===== config.mk =====
export PLATFORM = sky130hd
export DESIGN_NAME = avm_single_read_flat
export DESIGN_NICKNAME = d
export VERILOG_FILES = /design/src/rtl/sysid_boot_checker_pkg.sv /design/src/rtl/sysid_boot_checker_if.sv /design/src/rtl/sysid_boot_checker_avm_single_read.sv /design/src/flat_wrapper.sv
export SDC_FILE = /design/constraint.sdc
export NUM_CORES = 1
export LEC_CHECK = 0
export BUFFER_PORTS_ARGS = -buffer_cell sky130_fd_sc_hd__buf_2
export CELL_PAD_IN_SITES_DETAIL_PLACEMENT = 2
export CELL_PAD_IN_SITES_GLOBAL_PLACEMENT = 2
export CORE_ASPECT_RATIO = 1.2
export CORE_MARGIN = 10
export CORE_UTILIZATION = 22
export CTS_CLUSTER_DIAMETER = 40
export DETAILED_ROUTE_END_ITERATION = 10
export PLACE_DENSITY_LB_ADDON = 0.15
export SETUP_SLACK_MARGIN = 0.3
export SLEW_MARGIN = 30
export SYNTH_ARGS = -nofsm -noshare
export SYNTH_HDL_FRONTEND = slang
export SYNTH_SLANG_ARGS = --single-unit

===== constraint.sdc =====
create_clock -name clock -period 2.27 [get_ports clock]
set_clock_uncertainty 0.05 [all_clocks]
set_input_delay 0.454 -clock clock [delete_from_list [all_inputs] [get_ports clock]]
set_output_delay 0.454 -clock clock [all_outputs]
set_load 0.005 [all_outputs]

===== src/rtl/sysid_boot_checker_pkg.sv =====
// Shared types and constants for the sysid boot checker: FSM encoding,
// sysid slave word addresses and the default expected words.
package sysid_boot_checker_pkg;

    typedef enum logic [2:0] {
        DELAY,
        RD_ID,
        LAT_ID,
        RD_TS,
        LAT_TS,
        DONE
    } state_t;

    localparam logic SYSID_ADDR_ID = 1'b0;
    localparam logic SYSID_ADDR_TS = 1'b1;

    localparam logic [31:0] DEFAULT_EXPECTED_ID = 32'h0000_0000;
    localparam logic [31:0] DEFAULT_EXPECTED_TS = 32'd1513050915;

endpackage


===== src/rtl/sysid_boot_checker_if.sv =====
// Avalon-MM read-only link between the boot checker (master) and the sysid slave.
// Handshake: a read is accepted on any cycle where avm_read=1 and avm_waitrequest=0;
// the master holds avm_address and avm_read stable while avm_waitrequest=1.
interface sysid_boot_checker_if;
    logic        avm_address;
    logic        avm_read;
    logic [31:0] avm_readdata;
    logic        avm_waitrequest;

    modport master (
        output avm_address,
        output avm_read,
        input  avm_readdata,
        input  avm_waitrequest
    );

    modport slave (
        input  avm_address,
        input  avm_read,
        output avm_readdata,
        output avm_waitrequest
    );
endinterface


===== src/rtl/sysid_boot_checker_avm_single_read.sv =====
// One Avalon-MM read: waitrequest hold, fixed read-latency window and per-read timeout.
// accept/rvalid/tmo are single-cycle strobes; rdata is meaningful only with rvalid.
module avm_single_read
    import sysid_boot_checker_pkg::*;
#(
    parameter int READ_LATENCY   = 0,
    parameter int TIMEOUT_CYCLES = 255
) (
    input  logic                 clock,
    input  logic                 reset,
    input  logic                 go,
    input  logic                 addr,
    sysid_boot_checker_if.master avm,
    output logic [31:0]          rdata,
    output logic                 accept,
    output logic                 rvalid,
    output logic                 tmo
);

    localparam logic [1:0]  LAT_LAST = 2'(READ_LATENCY);
    localparam logic [15:0] TMO_LAST = 16'(TIMEOUT_CYCLES - 1);

    logic        pending;
    logic [1:0]  lat_cnt;
    logic [15:0] tmo_cnt;

    assign accept = avm.avm_read & ~avm.avm_waitrequest;
    assign tmo    = avm.avm_read & avm.avm_waitrequest & (tmo_cnt == TMO_LAST);
    assign rvalid = (READ_LATENCY == 0) ? accept : (pending && (lat_cnt == LAT_LAST));
    assign rdata  = avm.avm_readdata;

    always_ff @(posedge clock) begin
        if (reset) begin
            avm.avm_read    <= 1'b0;
            avm.avm_address <= SYSID_ADDR_ID;
            pending         <= 1'b0;
            lat_cnt         <= 2'd0;
            tmo_cnt         <= 16'd0;
        end else begin
            // A new request wins over the accept of the previous one so
            // back-to-back reads keep avm_read high with the new address.
            if (go) begin
                avm.avm_read    <= 1'b1;
                avm.avm_address <= addr;
                tmo_cnt         <= 16'd0;
            end else if (avm.avm_read) begin
                if (!avm.avm_waitrequest) begin
                    avm.avm_read <= 1'b0;
                    if (READ_LATENCY != 0) begin
                        pending <= 1'b1;
                        lat_cnt <= 2'd1;
                    end
                end else if (tmo) begin
                    avm.avm_read <= 1'b0;
                end else begin
                    tmo_cnt <= tmo_cnt + 16'd1;
                end
            end
            if (pending) begin
                if (lat_cnt == LAT_LAST) begin
                    pending <= 1'b0;
                end else begin
                    lat_cnt <= lat_cnt + 2'd1;
                end
            end
        end
    end

endmodule


===== src/flat_wrapper.sv =====
// flat-port wrapper written by rule: the top's interface ports become plain ports
module avm_single_read_flat import sysid_boot_checker_pkg::*;
#(
    parameter int READ_LATENCY   = 0,
    parameter int TIMEOUT_CYCLES = 255
)
  (clock, reset, go, addr, rdata, accept, rvalid, tmo, avm_avm_address, avm_avm_read, avm_avm_readdata, avm_avm_waitrequest);
  sysid_boot_checker_if avm_i ();
  input  logic clock;
  input  logic reset;
  input  logic go;
  input  logic addr;
  output logic [31:0] rdata;
  output logic accept;
  output logic rvalid;
  output logic tmo;
  output wire logic [$bits(avm_i.avm_address)-1:0] avm_avm_address;
  output wire logic [$bits(avm_i.avm_read)-1:0] avm_avm_read;
  input wire logic [$bits(avm_i.avm_readdata)-1:0] avm_avm_readdata;
  input wire logic [$bits(avm_i.avm_waitrequest)-1:0] avm_avm_waitrequest;
  assign avm_avm_address = avm_i.avm_address;
  assign avm_avm_read = avm_i.avm_read;
  assign avm_i.avm_readdata = avm_avm_readdata;
  assign avm_i.avm_waitrequest = avm_avm_waitrequest;
  avm_single_read #(.READ_LATENCY(READ_LATENCY), .TIMEOUT_CYCLES(TIMEOUT_CYCLES)) u_core (.clock(clock), .reset(reset), .go(go), .addr(addr), .avm(avm_i), .rdata(rdata), .accept(accept), .rvalid(rvalid), .tmo(tmo));
endmodule

==> run_results.csv, run 1 <==
group,metric,value,unit
synthesis,synth_edf_count,0,
power,vdd_ir_drop_max,0.229,mV
floorplan,core.rowCount,28,
worst_setup_path,crit_chain,"inv_2 -> ha_4 -> nor4b_4 -> nand4_1 -> nor2_1 -> buf_2",
sta,rsz0062_at_grt,"false",
synthesis,synth.area.top_cells,"dfxtp_1, buf_4, nor2_1",
worst_setup_path,start_kind,"register",
synthesis,syn_avg_cell_area,8.70,sq um
sta,timing.hold.ws,0.390,ns
drt,drc_errors,0,
sta,worst_pin_slew,0.502,ns
synthesis,synth_seq_cells,18,
synthesis,synth_top_cell_by_area,"dfxtp_1",
synthesis,syn_area,1170,sq um
synthesis,yosysMostFrequentCell,"buf_4",
placed_design,hpwl,2.35,mm
floorplan,io_pins,74,
worst_setup_path,r2r.worst_path.cells,7,
drt,first_iter_violations,17,
sta,fmax,527,MHz
sta,drv_slew,0,
synthesis,synth_common_cells,"buf_4, dfxtp_1, nor2_1",
clocking,cts_htree_levels,1,
clocking,cts-root-buf,"clkbuf_8",
placed_design,dpl_cell_area,1010,sq um
worst_setup_path,worstSetupStartpoint,"u_core.tmo_cnt[0]",
synthesis,synth_cell_types,34,
floorplan,fp.dieW,86.5,microns
worst_setup_path,slowest_delay,0.35,ns
global_route,grt-ovfl-total,0,
power,power_leakage,0.000429,uW
drt,wl_per_cell,17.9,microns
drt,wl_met1,1.27,mm
drt,via_per_inst,4.87,
drt,antenna_left,0,
worst_setup_path,end_kind,"primary output",
sta,hold_viol_final,0,
worst_setup_path,r2r_slack,0.53,ns
cells_and_area,fin_cells,173,
synthesis,yosysSeqAreaShare,30.9,%
run,max_cap_violations,0,
placed_design,gp_congestion,0.638,
clocking,cts_buffers,3,
drt,dr_wl_met3,249,microns
hold_path,hp-class,"input port to register",
sta,period_needed,1.90,ns
clocking,clk_pin_slew,0.07,ns
cells_and_area,num_antenna_cells,0,
cells_and_area,fin_nets,154,
global_route,track_usage,7.09,%
drt,met2WireLength,1.57,mm
sta,period_share,83.6,%
drt,drt_wl_total,3.10,mm
outcome,outcome,"complete, no violations",
synthesis,syn_inst,134,
clocking,clock_path_buffers,2,
worst_setup_path,r2r-start,"u_core.tmo_cnt[0]",
global_route,grt_antenna_before_repair,0,
clocking,clock_latency,0.25,ns
worst_setup_path,critPathArrivalTime,1.39,ns
worst_setup_path,slowest_stage,"dfxtp_4",
drt,vias,843,
global_route,grt_pass1_wl,4.99,mm
drt,highest_layer,"met4",
synthesis,ys_warn_count,0,
cells_and_area,finalInstanceArea,1120,sq um
hold_path,hold_start,"addr",
cells_and_area,area_growth,-3.54,%
sta,tns,0,ns
synthesis,async_flop_share,0,%
worst_setup_path,cp_data_required_time,1.77,ns
drt,firstDrtPassIters,4,
placed_design,io_buffers,9,
worst_setup_path,crit_path_end,"tmo",
floorplan,dieHeight,99.8,microns
synthesis,yosysTopAreaCellShare,30.9,%
sta,setup_viol,0,
clocking,cts_tree,"done",
floorplan,core_area,5040,sq um
floorplan,start_util,23.1,%
cells_and_area,fin_util,22.3,%
placed_design,place_inst,167,
worst_setup_path,crit_fanout,3,
synthesis,ys.flop_type,"dfxtp_1",
floorplan,die-area,8620,sq um
worst_setup_path,rr_endpoint,"u_core.tmo_cnt[5]",
power,powerDensity,527,nW/um^2
clocking,cts.sinks,18,
clocking,holdBufCountCts,0,
global_route,grt_max_degree,15,
worst_setup_path,path_class,"register to primary output",
sta,slew_headroom,66.4,%
global_route,grt_pass1_vias,916,
synthesis,syn_nets,173,
cells_and_area,drive_gt1_share,27.4,%
==> stage by stage <==
step	worst slack, ns	total power (uW)
detailed placement	0.255	366
CTS	0.256	604
floorplan	0.688	396
finish	0.372	593
global route	0.290	622
global placement	0.308	365
==> layout make-up <==
| class | count | area [sq um] |
|---|---|---|
| clock buffer | 3 | 41.3 |
| fill | 600 | 3920 |
| inverter | 2 | 7.51 |
| multi-input combinational | 77 | 559 |
| sequential | 18 | 367 |
| tap | 60 | 75.1 |
| timing repair buffer | 13 | 75.1 |
==> state kept, by name, summed over array words and instances, names as in the netlist <==
name / cells
u_core.tmo_cnt: 16
u_core.avm.avm_address: 1
u_core.avm.avm_read: 1
==> metal layers <==
metal	GRT usage (%)	vias to the layer above
met5	0	-
met3	3.84	4
met1	7.56	415
met2	12.1	29
li1	-	395
met4	1.25	0
==> critical path: cells and delay by family (launching register included) <==
kind	cells	cell delay (ns)
simple gates	3	0.46
flops	1	0.35
buf+inv	2	0.19
fa+ha+maj	1	0.12
==> where the power goes <==
| group | internal (uW) | switching (uW) | total [uW] |
|---|---|---|---|
| logic | 16.3 | 24.1 | 40.4 |
| registers | 318 | 2.88 | 321 |
| clock network | 118 | 114 | 232 |
==> how the worst min path moves through the flow <==
stage	end	slack (ns)	cells after the start
after floorplan	u_core.tmo_cnt[7]	0.39	2
after global placement	u_core.tmo_cnt[7]	0.41	2
after detailed placement	u_core.tmo_cnt[7]	0.42	2
after CTS	u_core.avm.avm_address	0.39	3
after global routing	u_core.avm.avm_address	0.42	3
final	u_core.avm.avm_address	0.39	3
==> placed cells by master (no fill, tap or decap), types with 3 or more instances in the layout <==
master / synthesis / final
nand3_1: 3 / 3
nand2_1: 8 / 8
mux2i_1: 4 / 4
a21oi_1: 6 / 6
or3_1: 7 / 7
o21ai_0: 4 / 4
buf_2: 1 / 9
buf_4: 33 / 4
dfxtp_1: 18 / 15
clkbuf_8: 0 / 3
nor2_1: 13 / 13
nand4_1: 6 / 6
==> kinds of logic (layout without fill, tap and decap cells) <==
| family | count (synthesis) | after routing | synth area share [%] |
|---|---|---|---|
| xor+xnor | 4 | 4 | 3.00 |
| compound gates | 18 | 18 | 11.3 |
| simple gates | 49 | 49 | 24.7 |
| fa+ha+maj | 2 | 2 | 2.15 |
| buf+inv | 39 | 18 | 24.6 |
| mux | 4 | 4 | 3.43 |
| flops | 18 | 18 | 30.9 |
==> repair_timing <==
action	CTS	global route
gates resized for setup	4	9
endpoints found under the setup margin	7	4
buffers inserted	0	3
pin swaps	0	3
(Power assumes the default switching activity.)
==> run 2, diff against run 1 <==
--- a/config.mk
+++ b/config.mk
@@ -5,6 +5,7 @@
 export SDC_FILE = /design/constraint.sdc
 export NUM_CORES = 1
 export LEC_CHECK = 0
+export ABC_AREA = 1
 export BUFFER_PORTS_ARGS = -buffer_cell sky130_fd_sc_hd__buf_2
 export CELL_PAD_IN_SITES_DETAIL_PLACEMENT = 2
 export CELL_PAD_IN_SITES_GLOBAL_PLACEMENT = 2
==> constraint.sdc (replaced) <==
create_clock -name clock -period 1.8 [get_ports clock]
set_clock_uncertainty 0.05 [all_clocks]
set_input_delay 0.36 -clock clock [delete_from_list [all_inputs] [get_ports clock]]
set_output_delay 0.36 -clock clock [all_outputs]
set_load 0.005 [all_outputs]
==> run_results.csv, run 2 <==
group,metric,value,unit
clocking,clk_pin_slew,0.08,ns
floorplan,start_util,22.8,%
clocking,clock_path_buffers,2,
drt,firstDrtPassIters,4,
floorplan,io_pins,74,
synthesis,synth_top_cell_by_area,"dfxtp_1",
cells_and_area,multi_input_area,897,sq um
global_route,grt-ovfl-total,0,
sta,fmax,598,MHz
placed_design,place_ws,0.0711,ns
synthesis,syn_nets,248,
sta,period_share,92.9,%
clocking,holdBufCountCts,0,
run,max_cap_violations,0,
global_route,grt_max_degree,17,
cells_and_area,num_antenna_cells,0,
power,vdd_ir_drop_max,0.252,mV
sta,period_needed,1.67,ns
drt,antenna_left,0,
cells_and_area,regArea,398,sq um
worst_setup_path,path_class,"register to primary output",
cells_and_area,reg.largest.list,"u_core.tmo_cnt x16, u_core.avm.avm_address x1, u_core.avm.avm_read x1",
drt,first_iter_violations,36,
floorplan,fp.dieW,92.5,microns
drt,via_per_inst,4.23,
clocking,clock_latency,0.27,ns
clocking,cts_buffers,3,
placed_design,dpl_cell_area,1280,sq um
power,powerDensity,440,nW/um^2
drt,vias,1264,
cells_and_area,fin_nets,257,
clocking,cts_tree,"done",
synthesis,yosysSeqAreaShare,26.0,%
drt,wl_per_cell,15.7,microns
cells_and_area,layout_common_cells,"nand2_1, nor2_1, buf_4",
clocking,cts.sinks,18,
outcome,outcome,"complete, no violations",
sta,drv_slew,0,
synthesis,ys.flop_type,"dfxtp_1",
synthesis,yosysTopAreaCellShare,26.0,%
worst_setup_path,critPathArrivalTime,1.26,ns
sta,tns,0,ns
worst_setup_path,start_kind,"register",
synthesis,synth_edf_count,0,
sta,rsz0062_at_grt,"true",
cells_and_area,regMostFlops,"u_core.tmo_cnt",
synthesis,syn_avg_cell_area,6.63,sq um
synthesis,ys_warn_count,0,
clocking,cts_htree_levels,1,
synthesis,synth_common_cells,"nand2_1, buf_4, nor2_1",
floorplan,die-area,9890,sq um
worst_setup_path,end_kind,"primary output",
cells_and_area,fillerInstances,730,
global_route,grt_pass1_vias,1382,
worst_setup_path,crit_chain,"inv_4 -> ha_4 -> nand3_4 -> nor4_4 -> buf_2",
synthesis,yosysMostFrequentCell,"nand2_1",
floorplan,core_area,6090,sq um
drt,drt_wl_total,4.68,mm
worst_setup_path,cp_data_required_time,1.39,ns
sta,worst_pin_slew,0.333,ns
floorplan,dieHeight,107,microns
clocking,cts-root-buf,"clkbuf_8",
cells_and_area,layout_commonest_cell,"nand2_1",
floorplan,core.rowCount,31,
cells_and_area,area_growth,33.6,%
global_route,grt_pass1_wl,7.00,mm
cells_and_area,drive_gt1_share,48.8,%
drt,drc_errors,0,
cells_and_area,finalInstanceArea,1850,sq um
cells_and_area,largest_reg_flops,16,
synthesis,syn_inst,209,
global_route,grt_antenna_before_repair,0,
power,power.total,815,uW
sta,setup_viol,0,
synthesis,syn_area,1390,sq um
power,power_leakage,0.000713,uW
synthesis,async_flop_share,0,%
hold_path,hp-class,"input port to register",
worst_setup_path,slowest_stage,"dfxtp_4",
placed_design,io_buffers,9,
placed_design,hpwl,2.99,mm
synthesis,synth.area.top_cells,"dfxtp_1, buf_4, nand2_1",
placed_design,gp_congestion,0.756,
sta,fin_ws,0.128,ns
sta,hold_viol_final,0,
worst_setup_path,slowest_delay,0.36,ns
synthesis,synth_seq_cells,18,
worst_setup_path,crit_fanout,3,
global_route,track_usage,8.85,%
synthesis,synth_cell_types,24,
sta,slew_headroom,77.7,%
-- run 2: changes by cell type after synthesis, sizes merged, moves of 3 or more --
cell and delta:
or3 -7, and4 -3, a21oi +4, nand3b +3, mux2i -4, nor2 +24
nand4 -3, nand3 +15, inv +21, nand2 +38
-- run 2: kinds of logic after synthesis --
group                    after synthesis  share of synthesized area, %
AO/OA/AOI/OAI                         15                          5.42
XOR/XNOR                               4                          2.53
adder cells (fa/ha/maj)                2                          1.80
buffers and inverters                 60                          27.0
flip-flops                            18                          26.0
AND/OR/NAND/NOR                      110                          37.3
-- run 2: timing repair --
item / in CTS / in global routing
setup endpoints to repair: 18 / 18
setup buffers: 13 / 12
gates cloned: 1 / 1
gates resized for setup: 44 / 41
pin swaps: 5 / 17
-- run 2: final cells by class --
| cell class | instances | area share (%) |
|---|---|---|
| flip-flops and latches | 18 | 21.5 |
| repair buffers | 38 | 16.1 |
| clock buffers | 4 | 2.97 |
| multi-input cells | 133 | 48.4 |
| well taps | 82 | 5.54 |
| inverters | 24 | 5.47 |
-- run 2: per-layer routing --
layer	global-route usage, %	up-vias	routed length, microns
li1	-	637	-
met1	10.5	612	1970
met2	15.1	11	2530
met3	1.26	4	92
met4	4.42	0	93
met5	0	-	0
-- run 2: worst paths after layout --
check,startpoint,end,slack [ns],cells past startpoint
worst min register to register,u_core.avm.avm_address,u_core.avm.avm_address,0.41,2
worst max register to register,u_core.tmo_cnt[0],u_core.tmo_cnt[1],0.23,9
worst max-delay path,u_core.tmo_cnt[0],tmo,0.13,5
worst min-delay path,reset,u_core.avm.avm_address,0.24,2
-- run 2: power breakdown --
group          total (uW)  internal, uW  switching (uW)  leakage [uW]
combinational        65.5          24.8            40.6      0.000529
sequential            392           389            2.60      0.000155
clock                 358           195             163     0.0000288
-- run 2: stage by stage --
step	hold WS, ns	instances	utilization [%]
3_3_place_gp	0.393	268	21.0
3_5_place_dp	0.408	268	21.0
5_1_grt	0.242	299	30.4
6_report	0.237	299	30.4
2_1_floorplan	0.379	209	-
4_1_cts	0.224	286	26.1
-- run 2: critical path, delay by kind of cell (launching register included) --
| family | cells | cell delay, ns |
|---|---|---|
| fa+ha+maj | 1 | 0.13 |
| buf+inv | 2 | 0.21 |
| flops | 1 | 0.36 |
| simple gates | 2 | 0.29 |
